<file path="src/rtl/cr16_pkg.sv">
// -----------------------------------------------------------------------------
// cr16_pkg
// Shared definitions for the CR16-subset multicycle controller:
//   - controller state encoding (state_t)
//   - opcode / extended-opcode constants of the instruction subset
//   - branch/jump condition-code constants
//   - select encodings for the pc_s, wd_s and alua_s datapath muxes
//   - small decode helpers used by the controller's dispatch logic
// Instruction fields: op=[15:12], Rdest/cond=[11:8], ext=[7:4], Rsrc/imm=[3:0].
// -----------------------------------------------------------------------------
package cr16_pkg;

  localparam int CR16_WIDTH     = 16;
  localparam int CR16_STATEBITS = 4;

  typedef enum logic [CR16_STATEBITS-1:0] {
    S_FETCH  = 4'd0,
    S_DECODE = 4'd1,
    S_EX_R   = 4'd2,
    S_EX_I   = 4'd3,
    S_EX_SH  = 4'd4,
    S_MEM_RD = 4'd5,
    S_MEM_WB = 4'd6,
    S_MEM_WR = 4'd7,
    S_BRANCH = 4'd8,
    S_JUMP   = 4'd9,
    S_TRAP   = 4'd10
  } state_t;

  // Primary opcodes (instr[15:12]). The ALU codes double as the ext field
  // of the register-register forms under OP_RTYPE.
  localparam logic [3:0] OP_RTYPE = 4'b0000;
  localparam logic [3:0] OP_AND   = 4'b0001;
  localparam logic [3:0] OP_OR    = 4'b0010;
  localparam logic [3:0] OP_XOR   = 4'b0011;
  localparam logic [3:0] OP_MEM   = 4'b0100;
  localparam logic [3:0] OP_ADD   = 4'b0101;
  localparam logic [3:0] OP_SHIFT = 4'b1000;
  localparam logic [3:0] OP_SUB   = 4'b1001;
  localparam logic [3:0] OP_CMP   = 4'b1011;
  localparam logic [3:0] OP_BCOND = 4'b1100;
  localparam logic [3:0] OP_MOV   = 4'b1101;
  localparam logic [3:0] OP_LUI   = 4'b1111;

  // Extended opcodes under OP_MEM.
  localparam logic [3:0] EXT_LOAD  = 4'b0000;
  localparam logic [3:0] EXT_STOR  = 4'b0100;
  localparam logic [3:0] EXT_JAL   = 4'b1000;
  localparam logic [3:0] EXT_JCOND = 4'b1100;

  // Condition codes carried in the Rdest field of Bcond/Jcond.
  localparam logic [3:0] COND_EQ = 4'b0000;
  localparam logic [3:0] COND_NE = 4'b0001;
  localparam logic [3:0] COND_CS = 4'b0010;
  localparam logic [3:0] COND_CC = 4'b0011;
  localparam logic [3:0] COND_HI = 4'b0100;
  localparam logic [3:0] COND_LS = 4'b0101;
  localparam logic [3:0] COND_GT = 4'b0110;
  localparam logic [3:0] COND_LE = 4'b0111;
  localparam logic [3:0] COND_FS = 4'b1000;
  localparam logic [3:0] COND_FC = 4'b1001;
  localparam logic [3:0] COND_LO = 4'b1010;
  localparam logic [3:0] COND_HS = 4'b1011;
  localparam logic [3:0] COND_LT = 4'b1100;
  localparam logic [3:0] COND_GE = 4'b1101;
  localparam logic [3:0] COND_UC = 4'b1110;
  localparam logic [3:0] COND_NV = 4'b1111;

  // Flag bit positions inside flags[4:0] = {N,Z,F,L,C}.
  localparam int FLAG_N = 4;
  localparam int FLAG_Z = 3;
  localparam int FLAG_F = 2;
  localparam int FLAG_L = 1;
  localparam int FLAG_C = 0;

  // Datapath select encodings.
  localparam logic [1:0] PC_INC    = 2'd0;  // pc + 1
  localparam logic [1:0] PC_DISP   = 2'd1;  // pc + sext(disp8)
  localparam logic [1:0] PC_REG    = 2'd2;  // Rsrc
  localparam logic [1:0] WD_ALU    = 2'd0;
  localparam logic [1:0] WD_MEM    = 2'd1;
  localparam logic [1:0] WD_LINK   = 2'd2;
  localparam logic [1:0] ALUA_RDEST = 2'd0;
  localparam logic [1:0] ALUA_PC    = 2'd1;
  localparam logic [1:0] ALUA_ZERO  = 2'd2;

  // ALU function codes shared by the R-type ext field and the I-type op.
  function automatic logic is_alu_code(input logic [3:0] code);
    logic hit;
    hit = 1'b0;
    case (code)
      OP_ADD, OP_SUB, OP_CMP, OP_AND, OP_OR, OP_XOR, OP_MOV: hit = 1'b1;
      default: hit = 1'b0;
    endcase
    return hit;
  endfunction

  // Arithmetic forms are the only ones that update the PSR.
  function automatic logic sets_psr(input logic [3:0] code);
    return (code == OP_ADD) || (code == OP_SUB) || (code == OP_CMP);
  endfunction

  // Logical immediates take a zero-extended imm8.
  function automatic logic is_logical(input logic [3:0] code);
    return (code == OP_AND) || (code == OP_OR) || (code == OP_XOR);
  endfunction

  // DECODE dispatch: maps op/ext onto the first execution state.
  function automatic state_t dispatch(input logic [3:0] op, input logic [3:0] ext);
    state_t nxt;
    nxt = S_TRAP;
    if (op == OP_RTYPE) begin
      nxt = is_alu_code(ext) ? S_EX_R : S_TRAP;
    end else if (is_alu_code(op) || (op == OP_LUI)) begin
      nxt = S_EX_I;
    end else begin
      case (op)
        OP_SHIFT: nxt = S_EX_SH;
        OP_BCOND: nxt = S_BRANCH;
        OP_MEM: begin
          case (ext)
            EXT_LOAD:           nxt = S_MEM_RD;
            EXT_STOR:           nxt = S_MEM_WR;
            EXT_JCOND, EXT_JAL: nxt = S_JUMP;
            default:            nxt = S_TRAP;
          endcase
        end
        default: nxt = S_TRAP;
      endcase
    end
    return nxt;
  endfunction

endpackage

</file>
<file path="src/rtl/cr16_cond_eval.sv">
// -----------------------------------------------------------------------------
// cr16_cond_eval
// Purely combinational condition evaluator for Bcond/Jcond.
// Ports:
//   cond      in  4  condition code (Rdest field of the branch/jump)
//   flags     in  5  PSR {N,Z,F,L,C}
//   cond_true out 1  1 when the selected condition holds
// -----------------------------------------------------------------------------
module cr16_cond_eval
  import cr16_pkg::*;
(
  input  logic [3:0] cond,
  input  logic [4:0] flags,
  output logic       cond_true
);

  logic n_flag;
  logic z_flag;
  logic f_flag;
  logic l_flag;
  logic c_flag;

  assign n_flag = flags[FLAG_N];
  assign z_flag = flags[FLAG_Z];
  assign f_flag = flags[FLAG_F];
  assign l_flag = flags[FLAG_L];
  assign c_flag = flags[FLAG_C];

  always_comb begin
    cond_true = 1'b0;
    case (cond)
      COND_EQ: cond_true = z_flag;
      COND_NE: cond_true = ~z_flag;
      COND_CS: cond_true = c_flag;
      COND_CC: cond_true = ~c_flag;
      COND_HI: cond_true = l_flag;
      COND_LS: cond_true = ~l_flag;
      COND_GT: cond_true = n_flag;
      COND_LE: cond_true = ~n_flag;
      COND_FS: cond_true = f_flag;
      COND_FC: cond_true = ~f_flag;
      COND_LO: cond_true = ~l_flag & ~z_flag;
      COND_HS: cond_true = l_flag | z_flag;
      COND_LT: cond_true = ~n_flag & ~z_flag;
      COND_GE: cond_true = n_flag | z_flag;
      COND_UC: cond_true = 1'b1;
      COND_NV: cond_true = 1'b0;
      default: cond_true = 1'b0;
    endcase
  end

endmodule

</file>
<file path="src/rtl/cr16_controller.sv">
// -----------------------------------------------------------------------------
// cr16_controller
// Multicycle control FSM for the 16-bit CR16-subset datapath. Sequences
// FETCH -> DECODE -> execute/memory/branch/jump/trap -> FETCH and drives
// every datapath select and enable.
//
// Build option: define MEM_READY_EN to add the mem_ready handshake input.
// FETCH, MEM_RD and MEM_WR then hold until mem_ready=1; only the address
// select stays driven while waiting, and ir_en/pcen/mem_we fire in the
// ready cycle. Without it memory is single-cycle.
//
// Ports:
//   clk, reset            clock, synchronous active-high reset
//   instr[15:0]           IR contents (op, Rdest/cond, ext, Rsrc/imm)
//   flags[4:0]            PSR {N,Z,F,L,C}
//   mem_ready             (MEM_READY_EN only) memory handshake
//   ir_en, pcen, pc_s     IR load, PC write and next-PC select
//   adr_s, mem_we         memory address select and write strobe
//   regwrite, wa_s, wd_s  register write enable, address and data select
//   alua_s, shft_s        ALU A/B operand selects
//   imm_sext              imm8 sign (1) or zero (0) extension
//   alu_op                ALU function code
//   psr_en                PSR update enable
//   illegal               one-cycle pulse on an undecodable instruction
// -----------------------------------------------------------------------------
module cr16_controller
  import cr16_pkg::*;
#(
  parameter int WIDTH     = 16,
  parameter int STATEBITS = 4
) (
  input  logic             clk,
  input  logic             reset,
  input  logic [WIDTH-1:0] instr,
  input  logic [4:0]       flags,
`ifdef MEM_READY_EN
  input  logic             mem_ready,
`endif
  output logic             ir_en,
  output logic             pcen,
  output logic [1:0]       pc_s,
  output logic             adr_s,
  output logic             mem_we,
  output logic             regwrite,
  output logic             wa_s,
  output logic [1:0]       wd_s,
  output logic [1:0]       alua_s,
  output logic             shft_s,
  output logic             imm_sext,
  output logic [3:0]       alu_op,
  output logic             psr_en,
  output logic             illegal
);

  // Only the 16-bit instruction format and the package state width exist.
  if ((WIDTH != CR16_WIDTH) || (STATEBITS != CR16_STATEBITS)) begin : g_bad_cfg
    $error("cr16_controller: unsupported WIDTH/STATEBITS");
  end

  state_t     state_reg;
  logic [3:0] op;
  logic [3:0] ext;
  logic [3:0] cond;
  logic [3:0] alu_code;
  logic       cond_true;
  logic       mem_ok;
  logic       unused_rsrc;

  assign op   = instr[15:12];
  assign cond = instr[11:8];
  assign ext  = instr[7:4];
  // Rsrc/imm is consumed by the datapath, never by the controller.
  assign unused_rsrc = ^instr[3:0];

  // R-type forms carry the ALU function in ext; everything else in op.
  assign alu_code = (op == OP_RTYPE) ? ext : op;

`ifdef MEM_READY_EN
  assign mem_ok = mem_ready;
`else
  assign mem_ok = 1'b1;
`endif

  cr16_cond_eval u_cond_eval (
    .cond      (cond),
    .flags     (flags),
    .cond_true (cond_true)
  );

  // State register and transitions. Reset wins over every transition,
  // including the memory wait states.
  always_ff @(posedge clk) begin
    if (reset) begin
      state_reg <= S_FETCH;
    end else begin
      case (state_reg)
        S_FETCH:  if (mem_ok) state_reg <= S_DECODE;
        S_DECODE: state_reg <= dispatch(op, ext);
        S_MEM_RD: if (mem_ok) state_reg <= S_MEM_WB;
        S_MEM_WR: if (mem_ok) state_reg <= S_FETCH;
        S_EX_R, S_EX_I, S_EX_SH,
        S_MEM_WB, S_BRANCH, S_JUMP, S_TRAP: state_reg <= S_FETCH;
        default:  state_reg <= S_FETCH;
      endcase
    end
  end

  // Output decode from the state register and the (already registered) IR.
  // This is combinational rather than a second register stage because the
  // enables must drop in the very cycle reset is seen and, with the ready
  // handshake, must track mem_ready within the same cycle.
  always_comb begin
    ir_en    = 1'b0;
    pcen     = 1'b0;
    pc_s     = PC_INC;
    adr_s    = 1'b0;
    mem_we   = 1'b0;
    regwrite = 1'b0;
    wa_s     = 1'b0;
    wd_s     = WD_ALU;
    alua_s   = ALUA_RDEST;
    shft_s   = 1'b0;
    imm_sext = 1'b0;
    alu_op   = 4'd0;
    psr_en   = 1'b0;
    illegal  = 1'b0;

    case (state_reg)
      S_FETCH: begin
        adr_s = 1'b0;
        ir_en = mem_ok;
        pcen  = mem_ok;
        pc_s  = PC_INC;
      end

      S_EX_R, S_EX_I, S_EX_SH: begin
        alu_op   = alu_code;
        // Compares only set flags; the result is discarded.
        regwrite = (alu_code != OP_CMP);
        wa_s     = 1'b0;
        wd_s     = WD_ALU;
        psr_en   = sets_psr(alu_code);
        // MOV and LUI pass operand B through, so A is forced to zero.
        alua_s   = ((alu_code == OP_MOV) || (alu_code == OP_LUI)) ? ALUA_ZERO
                                                                  : ALUA_RDEST;
        // Immediate and shift forms take B from the immediate field.
        shft_s   = (state_reg != S_EX_R);
        imm_sext = ~is_logical(op);
      end

      S_MEM_RD: begin
        adr_s = 1'b1;
      end

      S_MEM_WB: begin
        regwrite = 1'b1;
        wd_s     = WD_MEM;
      end

      S_MEM_WR: begin
        adr_s  = 1'b1;
        mem_we = mem_ok;
      end

      S_BRANCH: begin
        pcen = cond_true;
        pc_s = PC_DISP;
      end

      S_JUMP: begin
        pcen = cond_true;
        pc_s = PC_REG;
        // The link is written whether or not the jump is taken.
        if (ext == EXT_JAL) begin
          regwrite = 1'b1;
          wd_s     = WD_LINK;
        end
      end

      S_TRAP: begin
        illegal = 1'b1;
      end

      default: begin
      end
    endcase

    // While reset is asserted nothing may be written; FETCH still loads IR.
    if (reset) begin
      ir_en    = (state_reg == S_FETCH) && mem_ok;
      pcen     = 1'b0;
      pc_s     = PC_INC;
      adr_s    = 1'b0;
      mem_we   = 1'b0;
      regwrite = 1'b0;
      wa_s     = 1'b0;
      wd_s     = WD_ALU;
      alua_s   = ALUA_RDEST;
      shft_s   = 1'b0;
      imm_sext = 1'b0;
      alu_op   = 4'd0;
      psr_en   = 1'b0;
      illegal  = 1'b0;
    end
  end

endmodule
</file>
<file path="config.mk">
export PLATFORM = sky130hd
export DESIGN_NAME = cr16_controller
export DESIGN_NICKNAME = d
export VERILOG_FILES = /design/src/rtl/cr16_pkg.sv /design/src/rtl/cr16_cond_eval.sv /design/src/rtl/cr16_controller.sv
export SDC_FILE = /design/constraint.sdc
export NUM_CORES = 1
export LEC_CHECK = 0
export BUFFER_PORTS_ARGS = -buffer_cell sky130_fd_sc_hd__buf_2
export CORE_MARGIN = 3
export CORE_UTILIZATION = 35
export DETAILED_ROUTE_END_ITERATION = 10
export PLACE_DENSITY_LB_ADDON = 0.3
export SLEW_MARGIN = 15
export SYNTH_ARGS = -nofsm -noshare
export SYNTH_HDL_FRONTEND = slang
export SYNTH_HIERARCHICAL = 1
export SYNTH_SLANG_ARGS = --single-unit
</file>
<file path="constraint.sdc">
create_clock -name clk -period 6.25 [get_ports clk]
set_input_delay 1.5625 -clock clk [delete_from_list [all_inputs] [get_ports clk]]
set_output_delay 1.5625 -clock clk [all_outputs]
set_load 0.05 [all_outputs]
</file>
# [Yosys cells after proc, flatten, opt, wreduce, memory -nomap -nowiden]
# Cells that the tools add are included.
[totals] reg_bits=4 input_bits=23 out_inout_bits=20 word_cells=125
[classes] eq_ne=53 muxes=45 bitwise_logic=10 n_reduce_logical=16
[ops] operator="equality test 4 bit, second input constant" n=26
[ops] operator="equality test 4 x 3 -> 1 bit, second input constant" n=13
[ops] operator="case mux 4 bit (3 select lines)" n=3
[ops] operator="equality test 4 x 2 -> 1 bit, second input constant" n=8
[ops] operator="2-to-1 mux 1 bit" n=25
[ops] operator="2-to-1 mux 4 bit" n=6
[ops] operator="equality test 4 x 1 -> 1 bit, second input constant" n=4
[ops] operator="logical NOT 4 bit" n=4
[ops] operator="case mux 1 bit (16 select lines)" n=1
[ops] operator="OR reduction 7 bit" n=2
[ops] operator="2-to-1 mux 2 bit" n=6
[ops] operator="case mux 2 bit (2 select lines)" n=2
[ops] operator="logical OR 1 bit" n=6
[ops] operator="inverter 1 bit" n=6
[ops] operator="OR reduction 2 bit" n=3
[ops] operator="inequality test 4 x 2 -> 1 bit, second input constant" n=1
[ops] operator="inequality test 4 bit, second input constant" n=1
[ops] operator="case mux 1 bit (3 select lines)" n=1
[ops] operator="OR reduction 3 bit" n=1
[ops] operator="AND 1 bit" n=2
[ops] operator="bitwise OR 1 bit" n=2
[ops] operator="case mux 1 bit (2 select lines)" n=1

# [Longest topological paths before layout]
[logic_depth] depth_word=10 depth_mapped=7

# [Hierarchy]
# Netlist, hierarchy kept.
[by_module_without_submodules] module="cr16_controller" instances=1 cells_per_inst=85 area_per_inst_um2=604.3
[by_module_without_submodules] module="cr16_cond_eval" instances=1 cells_per_inst=23 area_per_inst_um2=183.9

# [Worst setup path after synthesis]
# OpenSTA, ideal clock, no wires.
[synth_timing] path_type="in2out" startpoint="input port instr[8]" endpoint="output port pcen" t_arrival_ns=3.986 path_slack_ns=0.702 stages=7 path_buffers=1 cell_sequence="buf_6 > or4b_1 > o31ai_1 > a211o_1 > a221o_1 > a21oi_1 > nor4_1"
[synth_between] elab_chain_len=4 word_cells_on_any_way=19 cone_classes="eq/ne (15); mux (3); reduce/logical (1)"
[synth_rtl] item="start: declaration" line="cr16_controller.sv:34" text="input logic [WIDTH-1:0] instr,"
[synth_rtl] item="equality test 4 bit, or another cell as far along" line="cr16_cond_eval.sv:31" text="case (cond)"
[synth_rtl] item="case mux 1 bit (16 select lines) (*)" line="cr16_cond_eval.sv:31"
[synth_rtl] item="named net cond_true" line="cr16_controller.sv:65" text="logic cond_true;"
[synth_rtl] item="case mux 1 bit (2 select lines) (*)" line="cr16_controller.sv:128" text="case (state_reg)"
[synth_rtl] item="2-to-1 mux 1 bit (*)" line="cr16_controller.sv:189" text="if (reset) begin"
[synth_rtl] item="end: declaration" line="cr16_controller.sv:40" text="output logic pcen,"
# The timed path passes the listed nets; every way through them passes the cells marked *.

# [Worst setup path in the final report]
[layout_timing] startpoint="input port instr[9]" endpoint="output port pcen"
# The elaborated chain is that of the path after synthesis.

==> flow_summary_export.csv <==
group,metric,value,unit
worst_setup_path,cp_slowest_cell,"or4b_1",
clock_network,cts_resized,0,
worst_setup_path,crit_top_cell,"buf_2",
worst_setup_path,arrival,3.10,ns
sta,hold_viol,0,
drt,dr.pass1.iters,4,
sta,final-setup-viol-count,0,
global_route,grt_max_degree,13,
clock_network,cts.sinks,4,
worst_setup_path,cp_num_buf_inv,2,
clock_network,cts_tree,"built",
floorplanning,io_pins,43,
synthesis,ys_seq_elements,4,
drt,routed_wl,1990,µm
clock_network,root_buffer,"clkbuf_4",
global_route,grt_pass1_wl,3020,µm
synthesis,synth.distinct_cells,47,
floorplanning,core-area,0.00204,mm²
synthesis,synth_top_family_by_area,"simple AND/OR/NAND/NOR gates",
worst_setup_path,startpoint_type,"input port",
sta,slew_viol_final,0,
synthesis,synth-compound-area-share,0.241,
drt,vias,877,
floorplanning,fp.dieH,53.5,µm
worst_setup_path,critical_path_class,"input port to primary output",
clock_network,max-clock-path-buffers,2,
sta,max_freq,214,MHz
placement,gp_congestion,0.887,
final_layout,drive_above_1_share,0.374,
synthesis,ys_seq_area_frac,0.102,
drt,wl_per_cell,12.0,µm
drt,viasPerCell,5.28,
worst_setup_path,cp-end-kind,"primary output",
synthesis,synth.avg_cell_area,7.30,µm²
sta,rsz0062_at_grt,"no",
sta,holdWs,0.618,ns
synthesis,synthAdderAreaFrac,0,
floorplanning,die_x,53.5,µm
synthesis,yosysWarnings,6,
drt,dr.first_iter.drc_count,15,
power,p_leak,0.000443,µW
synthesis,yosys.area_share.simple,0.495,
power,ir_drop,81.6,µV
placement,place_hpwl,1560,µm
final_layout,final_area,952,µm²
outcome,outcome,"finished clean",
sta,fin_crit,4.66,ns
placement,dp.cells,163,
final_layout,syn_to_final_growth,20.8,%
final_layout,largest_reg_flops,4,
placement,io_buffers,36,
floorplanning,num_rows,16,
final_layout,post_layout_nonfiller_instances,166,
synthesis,synth-xor-area-share,0.0111,
synthesis,synth_edf_count,0,
worst_setup_path,cp.required,4.69,ns
worst_setup_path,cp_slowest_stage_delay,0.52,ns
drt,postRouteAntennaNets,0,
drt,route.detailed.drc,0,
clock_network,cts_setup_buffers,0,
synthesis,synth-async-reset-ratio,0,
sta,finalCritPeriodShare,0.746,
synthesis,muxShareOfSynthArea,0.0254,
clock_network,htreeDepth,1,
placement,place_area,930,µm²
sta,fin_tns_setup,0,ns
final_layout,antenna-diode-count,0,
sta,skew,0.00365,ns
synthesis,synthCells,108,
global_route,antenna_found_initial,0,
worst_setup_path,path_max_fanout,8,
worst_hold_path,hp-class,"flip-flop to flip-flop",
clock_network,clk_latency,0.23,ns
power,p_per_area,134,mW/mm²
final_layout,fill_cells,227,
floorplanning,dieArea,0.00286,mm²
clock_network,numCtsBuffers,3,
floorplanning,start_util,0.386,
worst_setup_path,cp_top_family,"simple AND/OR/NAND/NOR gates",
job,max_cap_violations,0,
synthesis,synth_area,788,µm²
global_route,grt_pass1_vias,701,
clock_network,cts_hold_buffers,0,
worst_setup_path,path_cells,"buf_2 -> or4b_1 -> o31ai_1 -> a211o_1 -> a221o_1 -> a21oi_1 -> nor4_1 -> buf_2",
final_layout,final_nets,164,
clock_network,clk_pin_slew,0.04,ns
synthesis,synth_ff_type,"dfxtp_1",
global_route,grt_overflow_total,0,
global_route,track_usage,0.136,
[cells by family (layout without fill, tap and decap cells)]
family	Yosys count	count (layout)
and+or+nand+nor	60	60
AOI/OAI and AO/OA	26	26
buffers and inverters	14	44
DFF	4	4
muxes	2	2
other	1	2
xor gates and xnor gates	1	1
[synth_stat cells, types with 2 or more instances]
cell	number	area share
buf_6	4	0.057
a31oi_1	2	0.016
a31oi_2	2	0.032
mux2i_1	2	0.025
and3_1	2	0.016
or4b_1	2	0.025
dfxtp_1	4	0.10
nor3b_2	4	0.063
nor4_1	3	0.024
nor3_1	4	0.025
a21oi_1	5	0.032
nand3b_1	2	0.019
nand2_1	4	0.019
buf_4	3	0.029
nor3b_1	2	0.019
inv_1	5	0.024
and2b_1	2	0.019
nor2_1	15	0.071
nand2b_1	7	0.056
o21ai_0	4	0.025
nor2b_1	4	0.032
[layer usage]
| metal | GRT usage | vias up | part of all wire | wire length [µm] |
|---|---|---|---|---|
| met4 | 0.0255 | 0 | 0 | 0 |
| met2 | 0.218 | 29 | 0.47 | 944 |
| li1 | - | 454 | - | - |
| met5 | 0 | - | 0 | 0 |
| met1 | 0.186 | 394 | 0.46 | 918 |
| met3 | 0.0254 | 0 | 0.065 | 129 |
[path summary, 6_finish.rpt]
kind,to,cells past startpoint,start,slack [ns]
max,pcen,8,instr[9],1.59
max reg2reg,state_reg[3],4,state_reg[3],4.97
min reg2reg,state_reg[0],1,state_reg[0],0.62
min,state_reg[0],1,state_reg[0],0.62
[cell type report]
| class | count | area, µm² | share of cell area |
|---|---|---|---|
| Timing Repair Buffer | 36 | 180 | 0.189 |
| Multi-Input combinational cell | 91 | 617 | 0.648 |
| Sequential cell | 4 | 80.1 | 0.0841 |
| Clock buffer | 3 | 22.5 | 0.0237 |
| Inverter | 5 | 18.8 | 0.0197 |
| Tap cell | 27 | 33.8 | 0.0355 |
[per-stage QoR]
| stage | util | worst slack [ns] | total power, µW |
|---|---|---|---|
| final | 0.466 | 1.59 | 127 |
| after detailed placement | 0.455 | 1.59 | 95.8 |
| after global placement | 0.455 | 1.60 | 94.7 |
| after floorplan | - | 0.702 | 81.3 |
| after CTS | 0.466 | 1.58 | 129 |
| after global routing | 0.466 | 1.46 | 136 |
[power breakdown]
group / leakage (µW) / switching [µW] / internal, µW
Sequential: 0.0000328 / 5.16 / 27.6
Combinational: 0.000396 / 40.6 / 22.1
Clock: 0.0000138 / 10.3 / 21.5
[cells in the final DEF, fill, tap and decap left out, types with 2 or more instances in the layout]
cell type / count
buf_2: 36
nor2_1: 15
nand2b_1: 7
inv_1: 5
a21oi_1: 5
nor3_1: 4
nand2_1: 4
nor3b_2: 4
nor2b_1: 4
o21ai_0: 4
dfxtp_1: 4
nor4_1: 3
clkbuf_4: 3
a31oi_2: 2
nand3b_1: 2
or4b_1: 2
and2b_1: 2
nor3b_1: 2
and3_1: 2
a31oi_1: 2
conb_1: 2
mux2i_1: 2
No activity file was read; power rests on OpenSTA's default activity.
